### src/rtl/irq_encoder.sv
// rtl/irq_encoder.sv - latching priority encoder for interrupt requests
//
// Captures rising edges on N request lines into a pending register.
// Presents the index of the lowest-numbered unmasked pending source over a
// valid/ack handshake, and clears that pending bit when the grant is acknowledged.
//
// Ports:
//   clk       rising-edge clock
//   rst_n     synchronous active-low reset
//   en        capture enable; rises seen while low are dropped
//   req       request lines (level); a rising edge is a new request
//   mask      1 = source not selectable (still captured)
//   ack       consumer accepts the presented code (ignored when valid=0)
//   clr_lost  clears the sticky lost register
//   data_out  index of the granted source (held after ack; qualify with valid)
//   valid     data_out carries a live grant
//   pending   captured, not-yet-acknowledged requests
//   lost      sticky: an edge arrived while the same bit was already pending

module irq_encoder #(
  parameter int W = 3,
  parameter int N = 8
) (
  input  logic         clk,
  input  logic         rst_n,
  input  logic         en,
  input  logic [N-1:0] req,
  input  logic [N-1:0] mask,
  input  logic         ack,
  input  logic         clr_lost,
  output logic [W-1:0] data_out,
  output logic         valid,
  output logic [N-1:0] pending,
  output logic [N-1:0] lost
);

  typedef enum logic {
    S_IDLE,
    S_GRANT
  } state_t;

  state_t       r_state;
  state_t       w_state_next;
  logic [N-1:0] r_req_d;
  logic [N-1:0] r_pending;
  logic [N-1:0] r_lost;
  logic [W-1:0] r_data_out;
  logic         r_valid;

  logic [N-1:0] w_rise;
  logic [N-1:0] w_cap;
  logic [N-1:0] w_clr;
  logic [N-1:0] w_lost_set;
  logic [N-1:0] w_eligible;
  logic [W-1:0] w_enc_idx;
  logic [W-1:0] w_data_next;
  logic         w_valid_next;
  logic         w_ack_grant;

  assign w_rise      = req & ~r_req_d;
  assign w_cap       = en ? w_rise : '0;
  assign w_ack_grant = (r_state == S_GRANT) && ack;
  assign w_clr       = w_ack_grant ? ({{(N-1){1'b0}}, 1'b1} << r_data_out) : '0;
  // A rise on the bit being acknowledged re-arms it rather than counting as lost.
  assign w_lost_set  = w_cap & r_pending & ~w_clr;
  // Selection looks at the registered pending, so a fresh capture is granted
  // one edge after it lands.
  assign w_eligible  = r_pending & ~mask;

  // Lowest set bit wins: scan downward so the last assignment is the lowest index.
  always_comb begin
    w_enc_idx = '0;
    for (int i = N - 1; i >= 0; i--) begin
      if (w_eligible[i]) begin
        w_enc_idx = W'(i);
      end
    end
  end

  always_comb begin
    w_state_next = r_state;
    w_data_next  = r_data_out;
    w_valid_next = r_valid;
    case (r_state)
      S_IDLE: begin
        w_valid_next = 1'b0;
        if (|w_eligible) begin
          w_data_next  = w_enc_idx;
          w_valid_next = 1'b1;
          w_state_next = S_GRANT;
        end
      end
      S_GRANT: begin
        if (ack) begin
          w_valid_next = 1'b0;
          w_state_next = S_IDLE;
        end
      end
      default: begin
        w_valid_next = 1'b0;
        w_state_next = S_IDLE;
      end
    endcase
  end

  always_ff @(posedge clk) begin
    if (!rst_n) begin
      r_state <= S_IDLE;
    end else begin
      r_state <= w_state_next;
    end
  end

  always_ff @(posedge clk) begin
    if (!rst_n) begin
      // All ones so that lines already high when reset releases are not seen as edges.
      r_req_d    <= '1;
      r_pending  <= '0;
      r_lost     <= '0;
      r_data_out <= '0;
      r_valid    <= 1'b0;
    end else begin
      r_req_d    <= req;
      r_pending  <= (r_pending & ~w_clr) | w_cap;
      r_lost     <= (clr_lost ? '0 : r_lost) | w_lost_set;
      r_data_out <= w_data_next;
      r_valid    <= w_valid_next;
    end
  end

  assign data_out = r_data_out;
  assign valid    = r_valid;
  assign pending  = r_pending;
  assign lost     = r_lost;

endmodule

### config.mk
export PLATFORM = sky130hd
export DESIGN_NAME = irq_encoder
export DESIGN_NICKNAME = d
export VERILOG_FILES = /design/src/rtl/irq_encoder.sv
export SDC_FILE = /design/constraint.sdc
export NUM_CORES = 1
export LEC_CHECK = 0
export ABC_CLOCK_PERIOD_IN_PS = 2300
export BUFFER_PORTS_ARGS = -buffer_cell sky130_fd_sc_hd__clkbuf_2
export CORE_ASPECT_RATIO = 0.75
export CORE_MARGIN = 10
export CORE_UTILIZATION = 52
export CTS_CLUSTER_DIAMETER = 50
export DETAILED_ROUTE_END_ITERATION = 12
export PLACE_DENSITY = 0.82
export SLEW_MARGIN = 0
export SYNTH_ARGS = -nofsm -noshare
export SYNTH_HDL_FRONTEND = slang
export SYNTH_SLANG_ARGS = --single-unit
### constraint.sdc
create_clock -name clk -period 2.3 [get_ports clk]
set_input_delay 0.23 -clock clk [delete_from_list [all_inputs] [get_ports clk]]
set_output_delay 0.23 -clock clk [all_outputs]
set_load 0.05 [all_outputs]
# --- Word level (Yosys, flattened, before mapping) ---
# Index checks and enable logic that the tools add are counted.
word_totals:
  register_bits: 29
  output_inout_bits: 20
  wordCells: 38
op_classes:
  eq_ne: 1
  shift: 1
  muxes: 16
  n_bitwise: 11
  n_reduce_logical: 3
ops:
  columns: ["cell", "n"]
  rows:
  - ["bitwise AND 8 bit", 5]
  - ["2-to-1 mux 3 bit", 8]
  - ["2-to-1 mux 8 bit", 3]
  - ["inverter 8 bit", 3]
  - ["bitwise OR 8 bit", 2]
  - ["OR reduction 8 bit", 1]
  - ["<< shifter 1 x 3 -> 8 bit (first input constant)", 1]
  - ["one-hot mux 1 bit (2 select lines)", 2]
  - ["2-to-1 mux 1 bit", 3]
  - ["inequality test 2 bit (second input constant)", 1]
  - ["AND reduction 2 bit", 1]
  - ["logical AND 1 bit", 1]
  - ["inverter 1 bit", 1]

# --- Longest topological paths before layout ---
# Gate-level depths: netlist (run 1).
logic_depth:
  word_depth: 10
  depth_mapped: 5
  ltp_nobuf: 4

# --- Worst setup path after synthesis (run 1) ---
# No wires, ideal clock.
synth_path:
  path_type: "reg-to-reg"
  start: "reg r_pending[7] (netlist: pending[7])"
  end: "reg r_state"
  setup_time_ns: 0.115
  arrival_time_ns: 1.405
  path_slack_ns: 0.780
  stages_incl_launch_ff: 5
  cell_sequence: "dfxtp_1 > nor2b_4 > a2111oi_4 > a41oi_2 > o21a_1"
synth_via:
  elab_chain_len: 4
synth_rtl:
  columns: ["element", "line", "source"]
  rows:
  - ["from (decl)", "45", "logic [N-1:0] r_pending;"]
  - ["from (signal assigned)", "124", "r_pending <= (r_pending & ~w_clr) | w_cap;"]
  - ["bitwise AND 8 bit", "68", "assign w_eligible = r_pending & ~mask;"]
  - ["OR reduction 8 bit", "87", "if (|w_eligible) begin"]
  - ["2-to-1 mux 1 bit", "87", null]
  - ["one-hot mux 1 bit (2 select lines)", "84", "case (r_state)"]
  - ["to (signal assigned)", "110", "r_state <= w_state_next;"]
  - ["to (decl)", "42", "state_t r_state;"]
# Every way passes these cells.
# A chain may end at the register's enable or synchronous reset.

# --- Worst setup path in the final report (run 1) ---
layout_path:
  start: "reg r_pending[4] (netlist: pending[4])"
  end: "reg r_state"
# Same word-level chain as after synthesis.

==> flow_summary.toml, run 1 <==
[timing]
rsz0062_at_grt = "false"
period_share = 0.626
fmax_mhz = 694
setup_tns_ns = 0
setup_viol = 0
fin_skew_ns = 0.00893
hold_violations = 0
max_slew.worst_pin.slew_ns = 0.504
drv_slew = 0
relSlewSlack = 0.664
hold_ws_ns = 0.0905
period_minus_slack_ns = 1.44

[cells_and_area]
fill_cells = 202
final_layout_size_suffix_gt1_frac = 0.308
antenna-diode-count = 0
fin_nets = 192
syn2layout_area_growth_pct = 21.9

[power_and_ir_drop]
power_density_nw_per_um2 = 642
p_int_uw = 689
pwr-share-comb = 0.139
p_leak_uw = 0.000609
clkPwrFrac = 0.304
p_sw_uw = 278
pwr-share-seq = 0.557
ir_drop_v = 0.000382
swShare = 0.287

[global_route]
grt.total_usage = 0.133
grt_max_degree = 31
grt_pass1_wl_um = 5090
grt_antenna_before_repair = 0
grt_pass1_vias = 1103
overflow = 0

[die]
dieWidth_um = 76.3
dieArea_um2 = 4750
rows = 15
dieHeight_um = 62.2
io_pins = 41
core_area_um2 = 2290
start_util = 0.540

[yosys]
synth-edff-count = 0
seq_area_frac_synth = 0.470
synthMostInstantiatedCell = "dfxtp_1"
synth_nets = 151
synth_cell_type_count = 28
synthArstFlopShare = 0
ys_ff_latch = 29
ys.flop_type = "dfxtp_1"
yosys_warnings = 0
synthesis.area_um2 = 1240
synth.largest_area_cell = "dfxtp_1"
synthTopCellsByCount = "29 x dfxtp_1, 15 x nand2b_1, 10 x and2_1, 10 x nand3b_1"
syn_avg_cell_area_um2 = 9.51
synth_top_cell_area_share = 0.470
ys_top_cells_by_area = "dfxtp_1 47%, nand2b_1 7.6%, nand3b_1 6.1%, and2_1 5.1%, a21boi_0 4.9%"
syn_inst = 130

[cts]
cts-resized-gates = 0
clk_pin_slew_worst_paths_ns = 0.09
cts_max_level = 2
cts_tree = "built"
cts_sinks = 29
cts_made_buffers = 5
postCtsSetupBuffers = 0
clock-root-buffer = "clkbuf_4"
clk_latency_ns = 0.33
cts_hold_buf = 0
clock_path_buffers = 2

[place]
dpl.hpwl_um = 2450
io_buffers = 40
routabilityCongestion = 0.840

[setup_path]
cp-start-kind = "register"
rrSetupSlack_ns = 0.86
crit_chain = "nor2b_1 -> a2111oi_4 -> a41oi_2 -> o21a_1"
cpMaxStageDelayCell = "a2111oi_4"
endpoint_kind = "register"
critical-path-max-stage-delay_ns = 0.36
critPathKind = "register to register"
rr_endpoint = "r_state"
worstReg2RegStart = "pending[4]"
cp_max_fo = 3
cpLargestDelayFamily = "compound AO/OA/AOI/OAI gates"
crit_buf_inv = 0
reg2reg_depth = 4
cp.required_ns = 2.53
cp_data_arrival_time_ns = 1.67

[hold_path]
worstHoldStart = "req[6]"
whs_path_depth = 2
hold_path_class = "primary input to register"
whs_endpoint = "r_req_d[6]"

[drt]
postRouteAntennaNets = 0
drtIter0Drc = 65
first_pass_iters = 4
drt-total-wl_um = 3110
drc_errors = 0
via_per_inst = 5.28
vias = 1087
wire_per_inst_um = 15.1

[run]
cap_violations = 0

[status]
status = "finished clean"
[layer usage]
layer / wire [um] / global-route usage / up-vias / share of wire
li1: - / - / 536 / -
met1: 1380 / 0.148 / 509 / 0.44
met2: 1440 / 0.208 / 33 / 0.46
met3: 237 / 0.0632 / 9 / 0.076
met4: 57 / 0.0694 / 0 / 0.018
met5: 0 / 0 / - / 0
[layout by cell type, fill, tap and decap left out, types with 2 or more instances in the layout]
cell type	netlist	final
and2_1	10	10
nand2b_1	15	15
o31ai_1	2	2
nor2b_1	4	4
inv_1	9	9
clkbuf_4	0	5
nand3b_1	10	10
clkbuf_2	0	40
o21a_1	2	2
clkinv_2	0	2
dfxtp_1	29	29
o22ai_1	9	9
a21boi_0	8	8
nor2_1	3	3
o21ai_0	7	7
nand2_1	2	2
a21oi_1	2	2
[worst reg2reg max path, cell delays in order (launching register included)]
cell and delay (ns):
dfxtp_1 0.34, nor2b_1 0.19, a2111oi_4 0.36, a41oi_2 0.22, o21a_1 0.23
[cells by family (layout without fill, tap and decap cells)]
family / count (synthesis) / count (layout) / synth area share
AO/OA/AOI/OAI: 37 / 37 / 0.229
buffers and inverters: 15 / 57 / 0.0466
flip-flops: 29 / 29 / 0.470
AND/OR/NAND/NOR: 49 / 49 / 0.255
[worst max path at each step]
stage / startpoint / endpoint / cells past startpoint
floorplan: pending[7] / r_state / 4
global placement: pending[4] / valid / 4
detailed placement: pending[4] / r_state / 4
CTS: pending[4] / r_state / 4
global route: r_state / lost[0] / 4
finish: pending[4] / r_state / 4
[flip-flops by register name, summed over array words and instances, names as in the netlist]
name      flops
data_out      3
lost          8
pending       8
r_req_d       8
r_state       1
valid         1
[layout make-up]
cell class                 instances  area [um^2]  share of cell area
clock buffer                       6         41.3              0.0274
multi-input combinational         86          598               0.397
clock inverter                     2         10.0             0.00664
tap                               34         42.5              0.0282
inverter                           9         33.8              0.0224
timing repair buffer              40          200               0.133
sequential                        29          581               0.385
[power by group through the flow]
stage          Clock, uW  Combinational, uW  Sequential (uW)
2_1_floorplan          0               62.1              578
3_3_place_gp           0                131              548
3_5_place_dp           0                134              549
4_1_cts              301                135              538
5_1_grt              321                145              541
6_report             294                134              538
[through the flow]
step / worst slack (ns) / cell area (um^2) / total power, uW / util / instances
floorplan: 0.780 / 1240 / 640 / - / 130
global placement: 0.951 / 1460 / 680 / 0.636 / 198
detailed placement: 0.874 / 1460 / 684 / 0.636 / 198
CTS: 0.859 / 1510 / 973 / 0.658 / 206
global route: 0.789 / 1510 / 1010 / 0.658 / 206
finish: 0.860 / 1510 / 967 / 0.658 / 206
No activity file was read; power rests on OpenSTA's default activity.
==> run 2: changes to the inputs <==
--- a/config.mk
+++ b/config.mk
@@ -5,14 +5,15 @@
 export SDC_FILE = /design/constraint.sdc
 export NUM_CORES = 1
 export LEC_CHECK = 0
-export ABC_CLOCK_PERIOD_IN_PS = 2300
+export ABC_AREA = 1
+export ABC_CLOCK_PERIOD_IN_PS = 1400
 export BUFFER_PORTS_ARGS = -buffer_cell sky130_fd_sc_hd__clkbuf_2
 export CORE_ASPECT_RATIO = 0.75
 export CORE_MARGIN = 10
-export CORE_UTILIZATION = 52
+export CORE_UTILIZATION = 48
 export CTS_CLUSTER_DIAMETER = 50
 export DETAILED_ROUTE_END_ITERATION = 12
-export PLACE_DENSITY = 0.82
+export PLACE_DENSITY = 0.77
 export SLEW_MARGIN = 0
 export SYNTH_ARGS = -nofsm -noshare
 export SYNTH_HDL_FRONTEND = slang
==> constraint.sdc (replaced) <==
create_clock -name clk -period 1.4 [get_ports clk]
set_input_delay 0.14 -clock clk [delete_from_list [all_inputs] [get_ports clk]]
set_output_delay 0.14 -clock clk [all_outputs]
set_load 0.05 [all_outputs]
==> flow_summary.toml, run 2 <==
[cells_and_area]
fin_nets = 246
mostFrequentLayoutCells = "49 x nand2_1, 40 x clkbuf_2, 29 x dfxtp_1"
antenna-diode-count = 0
syn2layout_area_growth_pct = 30.3
final_common_cell = "nand2_1"
final_layout_size_suffix_gt1_frac = 0.265

[cts]
cts-resized-gates = 0
cts_max_level = 2
clock_path_buffers = 2
clk_pin_slew_worst_paths_ns = 0.08
clock-root-buffer = "clkbuf_4"
cts_tree = "built"
cts_sinks = 29
cts_made_buffers = 5
clk_latency_ns = 0.33
postCtsSetupBuffers = 0

[yosys]
syn_avg_cell_area_um2 = 6.99
synthMostInstantiatedCell = "nand2_1"
synth_cell_type_count = 17
yosys_warnings = 0
synth-edff-count = 0
seq_area_frac_synth = 0.483
ys_top_cells_by_area = "dfxtp_1 48%, nand2_1 15%, inv_1 8.7%, a21oi_1 6.7%, nor2_1 4.7%"
ys.flop_type = "dfxtp_1"
syn_inst = 172
synth_top_cell_area_share = 0.483
synthesis.area_um2 = 1200
synth.largest_area_cell = "dfxtp_1"
ys_ff_latch = 29
synth_nets = 193
synthTopCellsByCount = "49 x nand2_1, 29 x dfxtp_1, 28 x inv_1"
synthArstFlopShare = 0

[setup_path]
rr_endpoint = "data_out[1]"
cp_max_fo = 6
cpLargestDelayFamily = "flip-flops"
worstReg2RegStart = "pending[0]"
cp.required_ns = 1.26
cpMaxStageDelayCell = "dfxtp_1"
crit_buf_inv = 1
cp_data_arrival_time_ns = 1.10
reg2reg_depth = 9
endpoint_kind = "output port"
cp-start-kind = "register"
critical-path-max-stage-delay_ns = 0.44
crit_chain = "clkbuf_2"
rrSetupSlack_ns = 0.28
critPathKind = "register to output port"
crit_start = "data_out[0]"

[timing]
period_share = 0.885
setup_tns_ns = 0
period_minus_slack_ns = 1.24
relSlewSlack = 0.776
setup_viol = 0
hold_violations = 0
max_slew.worst_pin.slew_ns = 0.335
fin_skew_ns = 0.00408
fmax_mhz = 807
rsz0062_at_grt = "false"
drv_slew = 0

[die]
start_util = 0.513
dieHeight_um = 63.3
core_area_um2 = 2350
rows = 15
dieArea_um2 = 4930
io_pins = 41
dieWidth_um = 77.8

[drt]
drt-total-wl_um = 3150
vias = 1207
postRouteAntennaNets = 0
first_pass_iters = 5
drc_errors = 0
wire_per_inst_um = 12.1
via_per_inst = 4.64
drtIter0Drc = 89

[place]
routabilityCongestion = 0.846
io_buffers = 40
dpl.hpwl_um = 2420

[run]
cap_violations = 0

[hold_path]
hold_path_class = "primary input to register"
whs_path_depth = 4
whs_endpoint = "r_state"
worstHoldStart = "ack"

[power_and_ir_drop]
total_power_uw = 1650
p_leak_uw = 0.000789
power_density_nw_per_um2 = 1050
ir_drop_v = 0.000787

[global_route]
grt_pass1_wl_um = 5240
grt_antenna_before_repair = 0
grt_pass1_vias = 1154
overflow = 0
grt.total_usage = 0.133
grt_max_degree = 19

[status]
status = "finished clean"
[run 2: cell types whose count changed after synthesis, sizes merged, moves of 5 or more]
cell and delta:
a21boi -8, nand3b -10, nor2 +14, a21oi +17
inv +23, nor3 +8, and2 -10, nor2b -5
nand3 +6, nand2 +52, nand2b -15, o22ai -9
[run 2: where the power goes]
part           total [uW]  internal, uW  leakage (uW)  switching, uW
Clock                 472           199     0.0000265            272
Sequential            892           861      0.000237           30.5
Combinational         285          91.9      0.000525            193
[run 2: cell families (layout without fill, tap and decap cells)]
family,count (synthesis),count (layout),synth area share
flops,29,29,0.483
simple gates,86,86,0.303
compound gates,23,23,0.108
buf+inv,34,88,0.106
[run 2: final cells by class]
type,count,area (um^2)
fill,210,779
sequential,29,581
multi-input combinational,109,494
timing repair buffer,48,280
inverter,32,120
clock buffer,8,48.8
tap,34,42.5
[run 2: worst max-delay path by stage]
stage	slack (ns)	end	depth (start not counted)
after floorplan	0.009	data_out[1]	9
after CTS	0.15	data_out[0]	1
after global routing	0.11	data_out[1]	1
after detailed placement	0.29	data_out[1]	9
final	0.16	data_out[0]	1
after global placement	0.34	data_out[1]	9
[run 2: repair_timing]
action / 4_1_cts / 5_1_grt
hold buffers: 8 / 0
endpoints found under the setup margin: 0 / 0
hold endpoints to repair: 8 / 0
[run 2: through the flow]
step / area (um^2) / worst slack [ns] / utilization / std cells / hold slack (ns)
after floorplan: 1200 / 0.00936 / - / 172 / 0.237
after global placement: 1440 / 0.344 / 0.613 / 244 / 0.325
after detailed placement: 1440 / 0.293 / 0.613 / 244 / 0.329
after CTS: 1570 / 0.148 / 0.668 / 260 / 0.0938
after global routing: 1570 / 0.110 / 0.668 / 260 / 0.106
final: 1570 / 0.161 / 0.668 / 260 / 0.0995
[run 2: routing by layer]
metal | vias up | track usage | share of wire | routed length [um]
li1 | 632 | - | - | -
met1 | 531 | 0.153 | 0.45 | 1410
met2 | 40 | 0.200 | 0.45 | 1430
met3 | 4 | 0.0567 | 0.084 | 265
met4 | 0 | 0.0750 | 0.013 | 42
met5 | - | 0 | 0 | 0
==> run 3: changes to the inputs <==
==> constraint.sdc (replaced) <==
create_clock -name clk -period 1.4 [get_ports clk]
set_input_delay 0.28 -clock clk [delete_from_list [all_inputs] [get_ports clk]]
set_output_delay 0.28 -clock clk [all_outputs]
set_load 0.05 [all_outputs]
==> flow_summary.toml, run 3 (synthesized netlist as in run 2, its figures left out) <==
[hold_path]
whs_path_depth = 3
whs_endpoint = "r_req_d[5]"
hold_path_class = "primary input to register"
worstHoldStart = "req[5]"

[drt]
drt-total-wl_um = 3050
via_per_inst = 4.69
drc_errors = 0
wire_per_inst_um = 12.1
first_pass_iters = 4
postRouteAntennaNets = 0
drtIter0Drc = 42
vias = 1183

[cells_and_area]
mostFrequentLayoutCells = "49 x nand2_1, 39 x clkbuf_2, 29 x dfxtp_1"
final_layout_size_suffix_gt1_frac = 0.275
multiInputGateArea_um2 = 494
final_common_cell = "nand2_1"
seqCellArea_um2 = 581
syn2layout_area_growth_pct = 23.6
antenna-diode-count = 0
fin_nets = 238
fill_cells = 231

[place]
routabilityCongestion = 0.824
io_buffers = 40
dpl.hpwl_um = 2440
place_ws_ns = 0.268

[cts]
cts_tree = "built"
clk_latency_ns = 0.32
cts_max_level = 2
cts_sinks = 29
clk_pin_slew_worst_paths_ns = 0.08
clock_path_buffers = 2
postCtsSetupBuffers = 0
cts_made_buffers = 5
clock-root-buffer = "clkbuf_4"

[die]
rows = 15
start_util = 0.513
dieHeight_um = 63.3
dieArea_um2 = 4930
dieWidth_um = 77.8
io_pins = 41
core_area_um2 = 2350

[setup_path]
cp-start-kind = "register"
cp.required_ns = 1.12
reg2reg_depth = 9
worstReg2RegStart = "pending[0]"
critPathKind = "register to output port"
endpoint_kind = "output port"
worst-path-stages = 1
rr_endpoint = "data_out[1]"
crit_buf_inv = 1
crit_chain = "clkbuf_2"
critical-path-max-stage-delay_ns = 0.43
cpLargestDelayFamily = "flip-flops"
cpMaxStageDelayCell = "dfxtp_1"
rrSetupSlack_ns = 0.28
cp_data_arrival_time_ns = 1.06
cp_max_fo = 6

[global_route]
grt_pass1_vias = 1134
grt.total_usage = 0.125
grt_pass1_wl_um = 4940
grt_max_degree = 19
grt_antenna_before_repair = 0
overflow = 0

[timing]
period_share = 0.960
hold_violations = 0
fin_skew_ns = 0.00285
fmax_mhz = 744
drv_slew = 0
relSlewSlack = 0.766
setup_tns_ns = 0
rsz0062_at_grt = "false"
max_slew.worst_pin.slew_ns = 0.350
setup_viol = 0
period_minus_slack_ns = 1.34
setup_ws_ns = 0.0554

[power_and_ir_drop]
p_leak_uw = 0.000756
ir_drop_v = 0.000635
power_density_nw_per_um2 = 1090

[run]
cap_violations = 0

[status]
status = "finished clean"
==> run 3: area by class of cell <==
| cell class | count | area share |
|---|---|---|
| clock buffer | 8 | 0.0328 |
| sequential | 29 | 0.391 |
| inverter | 32 | 0.0808 |
| tap | 34 | 0.0286 |
| timing repair buffer | 40 | 0.135 |
| multi-input combinational | 109 | 0.332 |
==> run 3: what timing repair did <==
item                                    4_1_cts  5_1_grt
endpoints found under the setup margin        0        1
hold buffers                                  0        0
endpoints found under the hold margin         0        0
resized for setup                             0        1
==> run 3: stage by stage <==
step | area, um^2 | std cells | hold slack [ns] | power (uW) | utilization
floorplan | 1200 | 172 | 0.377 | 1100 | -
global route | 1490 | 252 | 0.144 | 1700 | 0.634
global placement | 1440 | 244 | 0.452 | 1170 | 0.613
finish | 1490 | 252 | 0.138 | 1620 | 0.634
detailed placement | 1440 | 244 | 0.459 | 1180 | 0.613
CTS | 1490 | 252 | 0.130 | 1630 | 0.634
==> run 3: worst max path at each step <==
stage           startpoint     endpoint  slack (ns)
3_3_place_gp       mask[2]  data_out[1]        0.32
6_report       data_out[0]  data_out[0]        0.06
2_1_floorplan   pending[7]  data_out[1]       0.009
5_1_grt        data_out[1]  data_out[1]       0.008
4_1_cts        data_out[1]  data_out[1]        0.02
3_5_place_dp       mask[2]  data_out[1]        0.27
==> run 3: where the power goes <==
| part | internal, uW | switching (uW) | leakage [uW] |
|---|---|---|---|
| sequential | 861 | 29.9 | 0.000237 |
| combinational | 77.7 | 190 | 0.000492 |
| clock | 200 | 264 | 0.0000265 |
==> run 3: layer usage <==
| metal | vias up | share of wire | track usage |
|---|---|---|---|
| met5 | - | 0 | 0 |
| met4 | 0 | 0.0082 | 0.0545 |
| met3 | 4 | 0.083 | 0.0595 |
| met2 | 34 | 0.48 | 0.208 |
| met1 | 528 | 0.42 | 0.132 |
| li1 | 617 | - | - |
